<file path="config.mk">
export PLATFORM = sky130hd
export DESIGN_NAME = llsc_monitor
export DESIGN_NICKNAME = d
export VERILOG_FILES = /design/src/rtl/llsc_monitor.sv
export SDC_FILE = /design/constraint.sdc
export NUM_CORES = 1
export LEC_CHECK = 0
export BUFFER_PORTS_ARGS = -buffer_cell sky130_fd_sc_hd__buf_2
export CAP_MARGIN = 20
export CORE_ASPECT_RATIO = 2
export CORE_MARGIN = 2
export CORE_UTILIZATION = 35
export DETAILED_ROUTE_END_ITERATION = 8
export GPL_ROUTABILITY_DRIVEN = 0
export SLEW_MARGIN = 20
export SYNTH_ARGS = -nofsm -noshare
export SYNTH_HDL_FRONTEND = slang
export SYNTH_SLANG_ARGS = --single-unit
</file>
<file path="constraint.sdc">
create_clock -name clk -period 2.63 [get_ports clk]
set_input_delay 0.263 -clock clk [delete_from_list [all_inputs] [get_ports clk]]
set_output_delay 0.263 -clock clk [all_outputs]
set_load 0.03 [all_outputs]
</file>
<file path="src/rtl/llsc_monitor.sv">
// LL/SC reservation monitor: one granule-sized reservation, SC success decision, llbit write port.
// Define LLSC_SNOOP_EN to let external bus writes (snoop_we/snoop_addr) cancel the reservation.
module llsc_monitor #(
  parameter int ADDR_W    = 32,
  parameter int GRAN_LSB  = 2,
  parameter int TIMEOUT_W = 8,
  parameter int TIMEOUT   = 255
) (
  input  logic              clk,
  input  logic              rst,
  input  logic              flush,
  input  logic              stall,
  input  logic              ll_req,
  input  logic              sc_req,
  input  logic              st_req,
  input  logic [ADDR_W-1:0] mem_addr,
  input  logic              snoop_we,
  input  logic [ADDR_W-1:0] snoop_addr,
  output logic              sc_ok,
  output logic              llbit_we,
  output logic              llbit_wdata,
  output logic              resv_valid,
  output logic [ADDR_W-1:0] resv_addr
);

  localparam int GW = ADDR_W - GRAN_LSB;
  localparam logic [TIMEOUT_W-1:0] TMO = TIMEOUT_W'(TIMEOUT);
  localparam bit TMO_EN = (TIMEOUT != 0);

  typedef enum logic {IDLE = 1'b0, RESV = 1'b1} state_t;

  state_t               state_q, state_d;
  logic [GW-1:0]        resv_gran_q, resv_gran_d;
  logic [TIMEOUT_W-1:0] age_q, age_d;
  logic                 llbit_we_q, llbit_we_d;
  logic                 llbit_wdata_q, llbit_wdata_d;

  logic [GW-1:0] mem_gran;
  logic          ll, sc, st, resv, hit_m, hit_s, ll_snoop_hit;
  logic          ll_open, reopen;
  logic          unused_low_bits;

  assign mem_gran = mem_addr[ADDR_W-1:GRAN_LSB];
  assign ll       = ll_req & ~stall;
  assign sc       = sc_req & ~stall;
  assign st       = st_req & ~stall;
  assign resv     = (state_q == RESV);
  assign hit_m    = (mem_gran == resv_gran_q);

`ifdef LLSC_SNOOP_EN
  assign hit_s        = snoop_we & (snoop_addr[ADDR_W-1:GRAN_LSB] == resv_gran_q);
  assign ll_snoop_hit = snoop_we & (snoop_addr[ADDR_W-1:GRAN_LSB] == mem_gran);
  assign unused_low_bits = ^{mem_addr[GRAN_LSB-1:0], snoop_addr[GRAN_LSB-1:0]};
`else
  assign hit_s        = 1'b0;
  assign ll_snoop_hit = 1'b0;
  assign unused_low_bits = ^{mem_addr[GRAN_LSB-1:0], snoop_we, snoop_addr};
`endif

  // SC needs the reservation to survive this very cycle, hence the flush/snoop masks.
  assign sc_ok = sc & resv & hit_m & ~flush & ~hit_s;

  always_comb begin
    state_d     = state_q;
    resv_gran_d = resv_gran_q;
    ll_open     = 1'b0;
    reopen      = 1'b0;
    if (flush) begin
      state_d = IDLE;
    end else if (resv && (hit_s || sc || (st && hit_m) || (TMO_EN && age_q == TMO))) begin
      state_d = IDLE;
    end else if (ll) begin
      if (ll_snoop_hit) begin
        state_d = IDLE;
      end else begin
        state_d     = RESV;
        resv_gran_d = mem_gran;
        ll_open     = 1'b1;
        reopen      = resv;
      end
    end

    age_d = age_q;
    if (state_d == IDLE || ll_open) begin
      age_d = '0;
    end else if (age_q != TMO) begin
      age_d = age_q + TIMEOUT_W'(1);
    end

    // A re-opening LL leaves resv_valid at 1 but still refreshes the llbit.
    llbit_we_d    = (state_d != state_q) | reopen;
    llbit_wdata_d = llbit_we_d ? (state_d == RESV) : llbit_wdata_q;
  end

  always_ff @(posedge clk or posedge rst) begin
    if (rst) begin
      state_q       <= IDLE;
      resv_gran_q   <= '0;
      age_q         <= '0;
      llbit_we_q    <= 1'b0;
      llbit_wdata_q <= 1'b0;
    end else begin
      state_q       <= state_d;
      resv_gran_q   <= resv_gran_d;
      age_q         <= age_d;
      llbit_we_q    <= llbit_we_d;
      llbit_wdata_q <= llbit_wdata_d;
    end
  end

  assign resv_valid  = resv;
  assign resv_addr   = {resv_gran_q, {GRAN_LSB{1'b0}}};
  assign llbit_we    = llbit_we_q;
  assign llbit_wdata = llbit_wdata_q;

endmodule

</file>
==> qor.log <==
INFO  cells_and_area insertedDiodeCount=0
INFO  die            die_x=71.7um
INFO  route          routed_via_count=2832
INFO  logic_synthesis yosys_warnings=0
INFO  setup_path     worstPathMaxFanout=4
INFO  clock_network  cts.htree.levels=2
INFO  die            coreArea=8950um2
INFO  grt            grt_antenna_before_repair=0
INFO  logic_synthesis postSynthCellCount=340
INFO  logic_synthesis yosys.area_share.adder=0.390%
INFO  clock_network  cts.root.buffer_cell=clkbuf_16
INFO  sta            layout_min_cycle_time=2.47ns
INFO  pwr            ir_drop=285uV
INFO  die            die_height=139um
INFO  clock_network  cts_buffers=5
INFO  route          drc=0
INFO  die            design.die.area=10000um2
INFO  placement      io_buffers=70
INFO  route          routed_wire_per_std_cell=17.0um
INFO  logic_synthesis synthTopCellsByArea=dfrtp_1, mux2_4, o211ai_2
INFO  logic_synthesis post_synth_xor_area_fraction=8.46%
INFO  setup_path     crit_type=flip-flop to primary output
INFO  logic_synthesis synth-edff-count=0
INFO  grt            global_route.usage.total=17.6%
INFO  clock_network  clock_insertion_delay_worst_skew=0.29ns
INFO  sta            worst_slew_margin_rel=51.7%
INFO  pwr            power-per-cell-area=626nW/um2
INFO  logic_synthesis yosys.area.top_type_share=32.0%
INFO  placement      hpwl=6270um
INFO  sta            fmax_achieved=405MHz
INFO  logic_synthesis yosys.area_share.simple=23.0%
INFO  sta            slew_violations=0
INFO  sta            finalHoldViolations=0
INFO  cells_and_area area_delta_synth_final=20.2%
INFO  logic_synthesis synth_compound_area_share=17.4%
INFO  logic_synthesis post_synth.cell_area_avg=9.44um2
INFO  setup_path     data_required_time_of_the_worst_path=2.37ns
INFO  logic_synthesis synth_seq_cells=41
INFO  setup_path     setup_slack_of_the_most_critical_reg_to_reg_path=0.47ns
INFO  route          route.final.wire_length=8510um
INFO  cells_and_area drive_above_1_share=37.3%
INFO  die            rows=49
INFO  logic_synthesis synth.yosys.seq_area_share=32.0%
INFO  worst_hold_path min-delay-path-class=input port to flip-flop
INFO  route          route.antenna.remaining_nets=0
INFO  logic_synthesis yosys.cell_types.count=35
INFO  grt            largest_net_degree_at_the_start_of_global_routing=48
INFO  grt            overflow=0
INFO  logic_synthesis synth_async_sr_flop_share=100%
INFO  die            initial_utilization=35.9%
INFO  job            max_cap_viol_count=0
INFO  logic_synthesis netlist_area=3210um2
INFO  sta            tightestPinTransition=0.725ns
INFO  logic_synthesis synth-main-ff-cell=dfrtp_1
INFO  route          route.detailed.vias_per_inst=5.64
INFO  cells_and_area number_of_cells_in_the_finished_layout_apart_from_fillers=502
INFO  sta            setup_repair_after_global_routing_missed_its_margin=no
INFO  placement      placed_cells_incl_taps=493
INFO  logic_synthesis yosys-mux-area-fraction=13.6%
INFO  logic_synthesis synth_area_leader_cell=dfrtp_1
INFO  clock_network  clock_sinks=41
INFO  grt            grt_first_pass_wirelength=13900um
INFO  route          starting_drt_drc_count=170
INFO  sta            setup_violations=0
INFO  cells_and_area finish.net_count=472
INFO  pwr            leakage=0.00161uW
INFO  sta            fin_crit_sh=94.0%
INFO  clock_network  clk_pin_slew_worst_paths=0.06ns
INFO  sta            setup_total_negative_slack=0ns
INFO  sta            finClkSkew=0.00553ns
INFO  clock_network  cts-root-to-sink-buffers=2
INFO  clock_network  post_cts_setup_repair_bufs=0
INFO  route          detail_route.first_pass.iterations=4
INFO  logic_synthesis synth_top_family_by_area=simple AND/OR/NAND/NOR gates
INFO  run_status     status=finished, final reports clean
INFO  setup_path     worst_setup_path_start_kind=flip-flop
INFO  setup_path     worst_setup_end_kind=primary output
INFO  setup_path     cp.arrival=2.21ns
INFO  clock_network  cts_tree=yes
INFO  grt            grt_pass1_vias=2784
INFO  die            io-pin-count=108
## what timing repair did
action,4_1_cts,5_1_grt
resized for setup,0,0
hold endpoints to repair,13,0
endpoints found under the setup margin,0,0
hold buffers,1,0
## area by class of cell
| type | count | area, um2 |
|---|---|---|
| fillers | 880 | 5090 |
| multi-input cells | 267 | 2030 |
| flip-flops and latches | 41 | 1030 |
| repair buffers | 81 | 505 |
| clock buffers | 7 | 153 |
| well taps | 102 | 128 |
| inverters | 3 | 11.3 |
| clock inverters | 1 | 5.00 |
## worst max-delay path, cell delays in order (launching register included)
cell	delay (ns)
dfrtp_1	0.43
xnor2_1	0.27
nand4_1	0.16
nor4_2	0.41
nand3_1	0.11
nor3_1	0.28
buf_2	0.26
## routing by layer
metal	vias up	routed length, um	global-route usage [%]
met5	-	0	0
met4	0	197	6.85
met3	14	312	2.75
met2	65	4620	31.1
met1	1407	3390	20.6
li1	1346	-	-
## path summary, 6_finish.rpt
| path | from | endpoint | cells after the start |
|---|---|---|---|
| max in group asynchronous | rst | resv_gran_q[0]$_DFFE_PP0P_ | 5 |
| setup reg to reg | resv_gran_q[1]$_DFFE_PP0P_ | resv_gran_q[15]$_DFFE_PP0P_ | 7 |
| min in group asynchronous | rst | resv_gran_q[12]$_DFFE_PP0P_ | 3 |
| hold reg to reg | age_q[0]$_DFFE_PP0P_ | age_q[0]$_DFFE_PP0P_ | 1 |
| setup / recovery | resv_gran_q[1]$_DFFE_PP0P_ | sc_ok | 6 |
| hold / removal | flush | llbit_wdata$_DFFE_PP0P_ | 3 |
## cell usage after synthesis (2+ instances only)
master / count
inv_1: 3
buf_2: 7
mux2_4: 26
buf_4: 2
nor2_1: 8
clkbuf_1: 14
a31oi_1: 3
nand3_1: 35
nand2b_1: 2
and2_1: 2
mux2_2: 4
nor3b_1: 32
o21ai_0: 2
o211ai_2: 26
nor3_1: 4
dfrtp_1: 41
and3_1: 3
o211ai_1: 4
nand4_1: 8
nand2_1: 35
buf_1: 3
xnor2_1: 30
a21oi_1: 32
buf_6: 3
## per-stage QoR
step	setup slack [ns]	hold slack (ns)	utilization (%)	cell area [um2]	power [uW]
4_1_cts	0.0825	0.321	43.1	3860	2440
3_5_place_dp	0.407	0.292	41.2	3690	1770
3_3_place_gp	0.438	0.437	40.9	3660	1750
6_report	0.158	0.332	43.1	3860	2410
5_1_grt	0.0583	0.360	43.1	3860	2530
2_1_floorplan	0.424	0.454	-	3210	1480
## layout by cell type (no fill, tap or decap), types with 3 or more instances in the layout
cell type  instances
nor2_1             8
buf_4              5
dfrtp_1           40
clkbuf_16          5
o211ai_1           4
o211ai_2          26
buf_12             4
xnor2_1           30
nor3b_1           32
nand3_1           35
nand4_1            8
nor3_1             4
mux2_2             4
a21oi_1           32
buf_2             70
mux2_4            26
nand2_1           34
and3_1             3
a31oi_1            3
## kinds of logic after synthesis
logic type	after synthesis
simple gates	134
compound gates	69
flops	41
buf+inv	33
xor+xnor	31
mux	30
fa+ha+maj	1
other cells	1
## registers in the layout, summed over array words and instances (netlist names)
signal	cells
llbit_we	1
llbit_wdata	1
age_q	8
resv_valid	1
resv_gran_q	30
## power by group
group          switching, uW  total, uW  leakage [uW]  internal [uW]
clock                    262        664     0.0000799            402
sequential               141        883      0.000492            742
combinational            537        866       0.00104            329
Note: power is estimated with default switching activity, not from simulation.
